$ cat config.mk
export PLATFORM = sky130hd
export DESIGN_NAME = azadi_wb_ctrl
export DESIGN_NICKNAME = d
export VERILOG_FILES = /design/src/rtl/azadi_wb_ctrl.sv
export SDC_FILE = /design/constraint.sdc
export NUM_CORES = 1
export LEC_CHECK = 0
export CORE_ASPECT_RATIO = 1.2
export CORE_MARGIN = 3
export CORE_UTILIZATION = 42
export CTS_CLUSTER_DIAMETER = 60
export CTS_CLUSTER_SIZE = 8
export DETAILED_ROUTE_END_ITERATION = 12
export PLACE_DENSITY = 0.87
export SYNTH_ARGS = -nofsm -noshare
export SYNTH_HDL_FRONTEND = slang
export SYNTH_SLANG_ARGS = --single-unit
export TNS_END_PERCENT = 10
$ cat constraint.sdc
create_clock -name clk_i -period 1.9 [get_ports clk_i]
set_clock_uncertainty 0.1 [all_clocks]
set_input_delay 0.285 -clock clk_i [delete_from_list [all_inputs] [get_ports clk_i]]
set_output_delay 0.285 -clock clk_i [all_outputs]
set_load 0.05 [all_outputs]
$ cat src/rtl/azadi_wb_ctrl.sv
// Wishbone control slave for the Azadi SoC: UART divisor, stretched/soft SoC reset, debounced prog input.
// Optional programming-event interrupt is enabled by defining AZADI_WB_CTRL_IRQ_EN.
module azadi_wb_ctrl #(
   parameter logic [31:0] BASE_ADDR       = 32'h3000_0000,
   parameter logic [15:0] DEFAULT_CPB     = 16'd868,
   parameter int          RST_HOLD        = 16,
   parameter int          DEBOUNCE_CYCLES = 8
) (
   input  logic        clk_i,
   input  logic        rst_ni,
   input  logic        wbs_stb_i,
   input  logic        wbs_cyc_i,
   input  logic        wbs_we_i,
   input  logic [3:0]  wbs_sel_i,
   input  logic [31:0] wbs_dat_i,
   input  logic [31:0] wbs_adr_i,
   output logic        wbs_ack_o,
   output logic [31:0] wbs_dat_o,
   input  logic        prog_pad_i,
   output logic [15:0] clks_per_bit_o,
   output logic        soc_rst_no,
   output logic        soc_prog_o,
   output logic        irq_o
);

   typedef enum logic {ST_HOLD = 1'b0, ST_RUN = 1'b1} state_e;

   localparam logic [7:0] HOLD_LAST = 8'(RST_HOLD - 1);
   localparam logic [7:0] DEB_LAST  = 8'(DEBOUNCE_CYCLES - 1);

   state_e      state_q, state_d;
   logic [7:0]  hold_cnt_q, hold_cnt_d;
   logic        soc_rst_n_q, soc_rst_n_d;
   logic        ack_q, ack_d;
   logic [31:0] rdata_q, rdata_d;
   logic [15:0] cpb_q, cpb_d;
   logic [31:0] scratch_q, scratch_d;
   logic        ovr_q, ovr_d, val_q, val_d;
   logic [1:0]  sync_q, sync_d;
   logic        filt_q, filt_d;
   logic [7:0]  deb_cnt_q, deb_cnt_d;
   logic        prog_q, prog_d;
   logic        irq_pend_q, irq_pend_d;

   logic        in_win, accept, wr_en, soft_rst, irq_clr;
   logic        unused_adr;

   assign in_win     = (wbs_adr_i[31:4] == BASE_ADDR[31:4]);
   assign accept     = wbs_stb_i & wbs_cyc_i & ~ack_q;
   assign wr_en      = accept & wbs_we_i & in_win;
   assign unused_adr = ^wbs_adr_i[1:0];

   // Bus side: writes land on the accept edge, which is also the edge that raises ack.
   always_comb begin
      cpb_d     = cpb_q;
      scratch_d = scratch_q;
      ovr_d     = ovr_q;
      val_d     = val_q;
      soft_rst  = 1'b0;
      irq_clr   = 1'b0;
      ack_d     = accept;
      rdata_d   = '0;
      if (wr_en) begin
         case (wbs_adr_i[3:2])
            2'd0: if (wbs_sel_i[0]) begin
               soft_rst = wbs_dat_i[0];
               ovr_d    = wbs_dat_i[1];
               val_d    = wbs_dat_i[2];
            end
            2'd1: begin
               if (wbs_sel_i[0]) cpb_d[7:0]  = wbs_dat_i[7:0];
               if (wbs_sel_i[1]) cpb_d[15:8] = wbs_dat_i[15:8];
            end
            2'd2: irq_clr = wbs_sel_i[0] & wbs_dat_i[3];
            default: begin
               for (int b = 0; b < 4; b++) begin
                  if (wbs_sel_i[b]) scratch_d[8*b +: 8] = wbs_dat_i[8*b +: 8];
               end
            end
         endcase
      end
      if (accept && !wbs_we_i && in_win) begin
         case (wbs_adr_i[3:2])
            2'd0:    rdata_d = {29'd0, val_q, ovr_q, 1'b0};
            2'd1:    rdata_d = {16'd0, cpb_q};
            2'd2:    rdata_d = {28'd0, irq_pend_q, sync_q[1], filt_q, ~soc_rst_n_q};
            default: rdata_d = scratch_q;
         endcase
      end
   end

   // Reset sequencer; soc_rst_no follows the state one cycle later.
   always_comb begin
      state_d     = state_q;
      hold_cnt_d  = hold_cnt_q;
      soc_rst_n_d = (state_q == ST_RUN);
      case (state_q)
         ST_HOLD: begin
            if (soft_rst) begin
               hold_cnt_d = '0;
            end else if (hold_cnt_q == HOLD_LAST) begin
               state_d    = ST_RUN;
               hold_cnt_d = '0;
            end else begin
               hold_cnt_d = hold_cnt_q + 8'd1;
            end
         end
         default: begin
            if (soft_rst) begin
               state_d    = ST_HOLD;
               hold_cnt_d = '0;
            end
         end
      endcase
   end

   always_comb begin
      sync_d    = {sync_q[0], prog_pad_i};
      filt_d    = filt_q;
      deb_cnt_d = deb_cnt_q;
      if (sync_q[1] == filt_q) begin
         deb_cnt_d = '0;
      end else if (deb_cnt_q == DEB_LAST) begin
         filt_d    = sync_q[1];
         deb_cnt_d = '0;
      end else begin
         deb_cnt_d = deb_cnt_q + 8'd1;
      end
      prog_d = ovr_q ? val_q : filt_q;
`ifdef AZADI_WB_CTRL_IRQ_EN
      // A new rising edge wins over a simultaneous clear.
      irq_pend_d = (filt_d & ~filt_q) | (irq_pend_q & ~irq_clr);
`else
      irq_pend_d = 1'b0;
`endif
   end

   always_ff @(posedge clk_i) begin
      if (!rst_ni) begin
         state_q     <= ST_HOLD;
         hold_cnt_q  <= '0;
         soc_rst_n_q <= 1'b0;
         ack_q       <= 1'b0;
         rdata_q     <= '0;
         cpb_q       <= DEFAULT_CPB;
         scratch_q   <= '0;
         ovr_q       <= 1'b0;
         val_q       <= 1'b0;
         sync_q      <= '0;
         filt_q      <= 1'b0;
         deb_cnt_q   <= '0;
         prog_q      <= 1'b0;
         irq_pend_q  <= 1'b0;
      end else begin
         state_q     <= state_d;
         hold_cnt_q  <= hold_cnt_d;
         soc_rst_n_q <= soc_rst_n_d;
         ack_q       <= ack_d;
         rdata_q     <= rdata_d;
         cpb_q       <= cpb_d;
         scratch_q   <= scratch_d;
         ovr_q       <= ovr_d;
         val_q       <= val_d;
         sync_q      <= sync_d;
         filt_q      <= filt_d;
         deb_cnt_q   <= deb_cnt_d;
         prog_q      <= prog_d;
         irq_pend_q  <= irq_pend_d;
      end
   end

   assign wbs_ack_o      = ack_q;
   assign wbs_dat_o      = rdata_q;
   assign clks_per_bit_o = cpb_q;
   assign soc_rst_no     = soc_rst_n_q;
   assign soc_prog_o     = prog_q;
`ifdef AZADI_WB_CTRL_IRQ_EN
   assign irq_o = irq_pend_q;
`else
   logic unused_irq;
   assign unused_irq = irq_clr;
   assign irq_o      = 1'b0;
`endif

endmodule
-- Yosys cells after proc, flatten, opt, wreduce, memory -nomap -nowiden
Cells that the tools add are included.
- bits in registers: 105
- bits in latches: 0
- bits in writable memories: 0
- ROM bits: 0
- bits of input ports: 74
- output and inout bits: 52
- memories: 0
- $add $sub $neg: 2
- multiply operators: 0
- divide/modulo/power cells: 0
- order comparisons: 0
- equal/unequal tests: 7
- shifts and indexed selects: 0
- mux-type cells: 13
- bitwise operators: 9
- reductions and logical operators: 15
- operators with widths (cell ; count):
    one-hot mux 32 bit (3 select lines) ; 1
    2-to-1 mux 8 bit ; 4
    == test 28 x 26 -> 1 bit (second input constant) ; 1
    AND reduction 3 bit ; 7
    adder 8 x 1 -> 8 bit (second input constant) ; 2
    == test 8 x 3 -> 1 bit (second input constant) ; 1
    == test 8 x 4 -> 1 bit (second input constant) ; 1
    2-to-1 mux 1 bit ; 8
    OR reduction 3 bit ; 2
    NOT 1 bit ; 5
    AND 1 bit ; 4
    AND reduction 2 bit ; 2
    == test 2 x 1 -> 1 bit (second input constant) ; 1
    == test 2 bit (second input constant) ; 1
    logical AND 1 bit ; 2
    logical NOT 2 bit ; 1
    != test 2 x 1 -> 1 bit (second input constant) ; 1
    == test 1 bit ; 1
    logical NOT 1 bit ; 1

-- Depth between registers and ports, before layout
- depth after elaboration: 7
- depth in mapped cells: 6
- depth with buffers taken out: 5

-- Worst setup path after synthesis
No wires, ideal clock.
- path kind: reg-to-reg
- from: reg ack_q, in the netlist wbs_ack_o
- to: reg cpb_q[0], in the netlist clks_per_bit_o[0]
- arrival: 1.763 ns
- data required time: 1.728 ns
- slack: -0.035 ns
- cell stages (with the launch flop): 6
- buffers on the path: 1
- clock period less this slack: 1.935 ns
- path through: dfxtp_1 and4b_1 nand4_1 buf_6 nor3_4 mux2i_1
- cells in the longest elaborated chain, start to end: 5
- RTL lines (what ; line ; source):
    start: declaration ; 34 ; logic ack_q, ack_d;
    start signal: assignment ; 158 ; ack_q <= ack_d;
    NOT 1 bit ; 49 ; assign accept = wbs_stb_i & wbs_cyc_i & ~ack_q;
    AND 1 bit ; 49 ;
    AND 1 bit (2 in a row) ; 50 ; assign wr_en = accept & wbs_we_i & in_win;
    AND reduction 3 bit (no line) ; n/a ;
    end signal: assignment ; 160 ; cpb_q <= cpb_d;
    end: declaration ; 36 ; logic [15:0] cpb_q, cpb_d;
No other way between the ends.
A chain may end at the register's enable or synchronous reset.

-- Worst setup path in the final report
- from: reg rdata_q[18], in the netlist wbs_dat_o[18]
- to: out wbs_dat_o[18]
- RTL lines (what ; line ; source):
    start: declaration ; 35 ; logic [31:0] rdata_q, rdata_d;
    start signal: assignment ; 159 ; rdata_q <= rdata_d;
    end: declaration ; 18 ; output logic [31:0] wbs_dat_o,
No word-level cell between the ends.

==> impl_metrics.json <==
{
  "regArea_sq_mm": 0.00210,
  "htreeDepth": 3,
  "grt_overflow_total": 0,
  "root_buffer": "clkbuf_16",
  "fin_area_sq_mm": 0.00610,
  "drtIter0Drc": 140,
  "path_cells": "clkdlybuf4s50_1",
  "grt_use_met1_pct": 21.9,
  "cp_data_arrival_time_ps": 1480,
  "via_per_inst": 5.22,
  "post-route-drc-count": 0,
  "grt_pass1_wl_microns": 17100,
  "grt.busiest_layer": "met2",
  "clkLatencyLatePin_ps": 340,
  "grtUsageMet3_pct": 3.31,
  "finalPower_uw": 4440,
  "wl_microns": 10900,
  "synth-seq-cells": 105,
  "dieWidth_microns": 97.4,
  "multi_input_area_sq_mm": 0.00201,
  "vdd_drop_max_mv": 0.475,
  "ios": 126,
  "slew-limit-headroom_pct": 65.5,
  "grt_max_degree": 50,
  "dr.pass1.iters": 4,
  "cts_hold_buf": 0,
  "drv_cap": 0,
  "worstSetupStartpointType": "flop",
  "p_leak_uw": 0.00250,
  "initial_core_util_pct": 43.6,
  "yosysSeqAreaShare_pct": 49.9,
  "fin_nets": 627,
  "synth_ff_type": "dfxtp_1",
  "async_flop_share_pct": 0,
  "placed_area_sq_mm": 0.00566,
  "tritoncts": "done",
  "crit_required_ps": 1510,
  "dieArea_sq_mm": 0.0113,
  "synth_edf_count": 0,
  "fin_crit_ps": 1870,
  "r2r_cells": 6,
  "period_share_pct": 98.4,
  "setup_ws_ps": 31.2,
  "fillerInstances": 780,
  "place_hpwl_microns": 7870,
  "synthesis.area_sq_mm": 0.00421,
  "numCtsBuffers": 9,
  "grt_pass1_vias": 3601,
  "clkTransAtPathRegs_ps": 70,
  "syn-num-nets": 495,
  "yosys.cell_types.count": 42,
  "synth_area_leader_cell": "dfxtp_1",
  "power_density_mw_per_mm2": 728,
  "slew_viol_final": 0,
  "hold_depth": 2,
  "grt_use_met2_pct": 34.4,
  "synth.area.top_cells": "dfxtp_1 (50%), mux2i_1 (12%), nand2_1 (4.3%), nor2_1 (3.7%), o31ai_1 (2.9%)",
  "finalHoldViolations": 0,
  "crit_family": "buffers and inverters",
  "gr-usage-all-layers_pct": 18.6,
  "worst_path_largest_cell_delay_ps": 810,
  "path_max_fanout": 1,
  "antenna_found_initial": 0,
  "routedWlPerCell_microns": 16.1,
  "gp_congestion": 0.822,
  "tns_ps": 0,
  "pre_cts_ws_ps": -408,
  "crit_type": "reg2out",
  "setup_violations": 0,
  "row_count": 39,
  "slowest_stage": "clkdlybuf4s50_1",
  "cts_buffer_depth": 2,
  "end_kind": "output pin",
  "drtAntennaViolNets": 0,
  "num_vias": 3543,
  "synth.top_cell.area_share_pct": 49.9,
  "design.core.area_sq_mm": 0.00966,
  "yosysWarningCount": 0,
  "crit_buf_inv": 1,
  "numPortBuffers": 122,
  "worst_pin_slew_ps": 516,
  "worst_hold_path_type": "in2reg",
  "dieHeight_microns": 116,
  "worstSetupPathDepth": 1,
  "cts.sink_count": 105,
  "syn_area_per_cell_sq_um": 10.1,
  "fmax_mhz": 535,
  "utilization_pct": 63.1,
  "status": "complete, no violations",
  "drive_gt1_share_pct": 14.4,
  "antenna_cells": 0,
  "area_growth_pct": 44.7,
  "syn_inst": 419
}
==> flip-flops by register name (all words and copies together), names as in the netlist <==
name and flops:
sync_q 2, soc_rst_no 1, wbs_dat_o 32, clks_per_bit_o 16, scratch_q 32, val_q 1, filt_q 1, wbs_ack_o 1
soc_prog_o 1, hold_cnt_q 8, deb_cnt_q 8, soc_rst_n_d 1, ovr_q 1
==> timing repair <==
item	CTS	global route
cloned	0	1
buffers inserted	0	3
resized for setup	11	31
setup endpoints to repair	46	79
pin swaps	2	12
==> layout make-up <==
class,count,area share [%]
sequential,105,34.5
multi-input combinational,284,33.0
timing repair buffer,148,24.7
clock buffer,10,3.92
tap,123,2.52
clock inverter,6,1.23
inverter,3,0.185
==> routing by layer <==
| layer | vias up | part of all wire [%] |
|---|---|---|
| li1 | 1725 | - |
| met1 | 1676 | 41 |
| met2 | 124 | 52 |
| met3 | 18 | 4.9 |
| met4 | 0 | 1.7 |
| met5 | - | 0 |
==> placed cells by master, fill, tap and decap left out, drive strengths merged, types with 3 or more instances in the layout <==
master         instances
dfxtp                105
clkdlybuf4s50         75
mux2i                 51
nand2                 48
buf                   43
nor2                  42
dlymetal6s2s          21
a21oi                 20
nand4                 20
and2                  19
o31ai                 16
nand3                 10
clkbuf                10
dlygate4sd2            9
xor2                   8
nor4                   8
and3                   7
nor3                   5
inv                    5
nor2b                  4
xnor2                  3
==> cell families (layout without fill, tap and decap cells) <==
group	Yosys count	count (layout)	share of synthesized area [%]
fa+ha+maj	2	2	0.594
buf+inv	30	167	3.24
compound gates	39	39	5.85
mux	54	54	13.5
other cells	1	1	0.0890
xor+xnor	11	11	2.29
simple gates	177	177	24.6
flops	105	105	49.9
==> power breakdown <==
part	total (uW)	leakage [uW]	internal (uW)	switching [uW]
Sequential	2220	0.000847	2210	6.99
Clock	1910	0.000151	1080	830
Combinational	317	0.00150	178	139
==> stage by stage <==
step                      std cells  hold slack (ps)
after CTS                       675              190
after global routing            679              203
after global placement          659              316
after floorplan                 419              312
final                           679              197
after detailed placement        659              322
==> Yosys cell counts (3+ instances only) <==
cell type	n
dfxtp_1	105
mux2i_1	51
nand2_1	48
nor2_1	42
a21oi_1	20
and2_1	19
nand4_1	19
clkbuf_1	17
o31ai_1	16
nand3_1	10
xor2_1	8
and3_1	7
buf_2	4
nor2b_1	4
nor3_4	4
nor4_4	4
buf_4	3
inv_1	3
nor4_2	3
xnor2_1	3
==> worst paths after layout <==
kind | slack, ps | startpoint | endpoint
setup reg to reg | 170 | wbs_ack_o$_SDFF_PN0_ | wbs_dat_o[23]$_SDFF_PN0_
hold reg to reg | 330 | sync_q[0]$_SDFF_PN0_ | sync_q[1]$_SDFF_PN0_
hold / removal | 200 | rst_ni | wbs_ack_o$_SDFF_PN0_
setup / recovery | 30 | wbs_dat_o[18]$_SDFF_PN0_ | wbs_dat_o[18]
(Power assumes the default switching activity.)
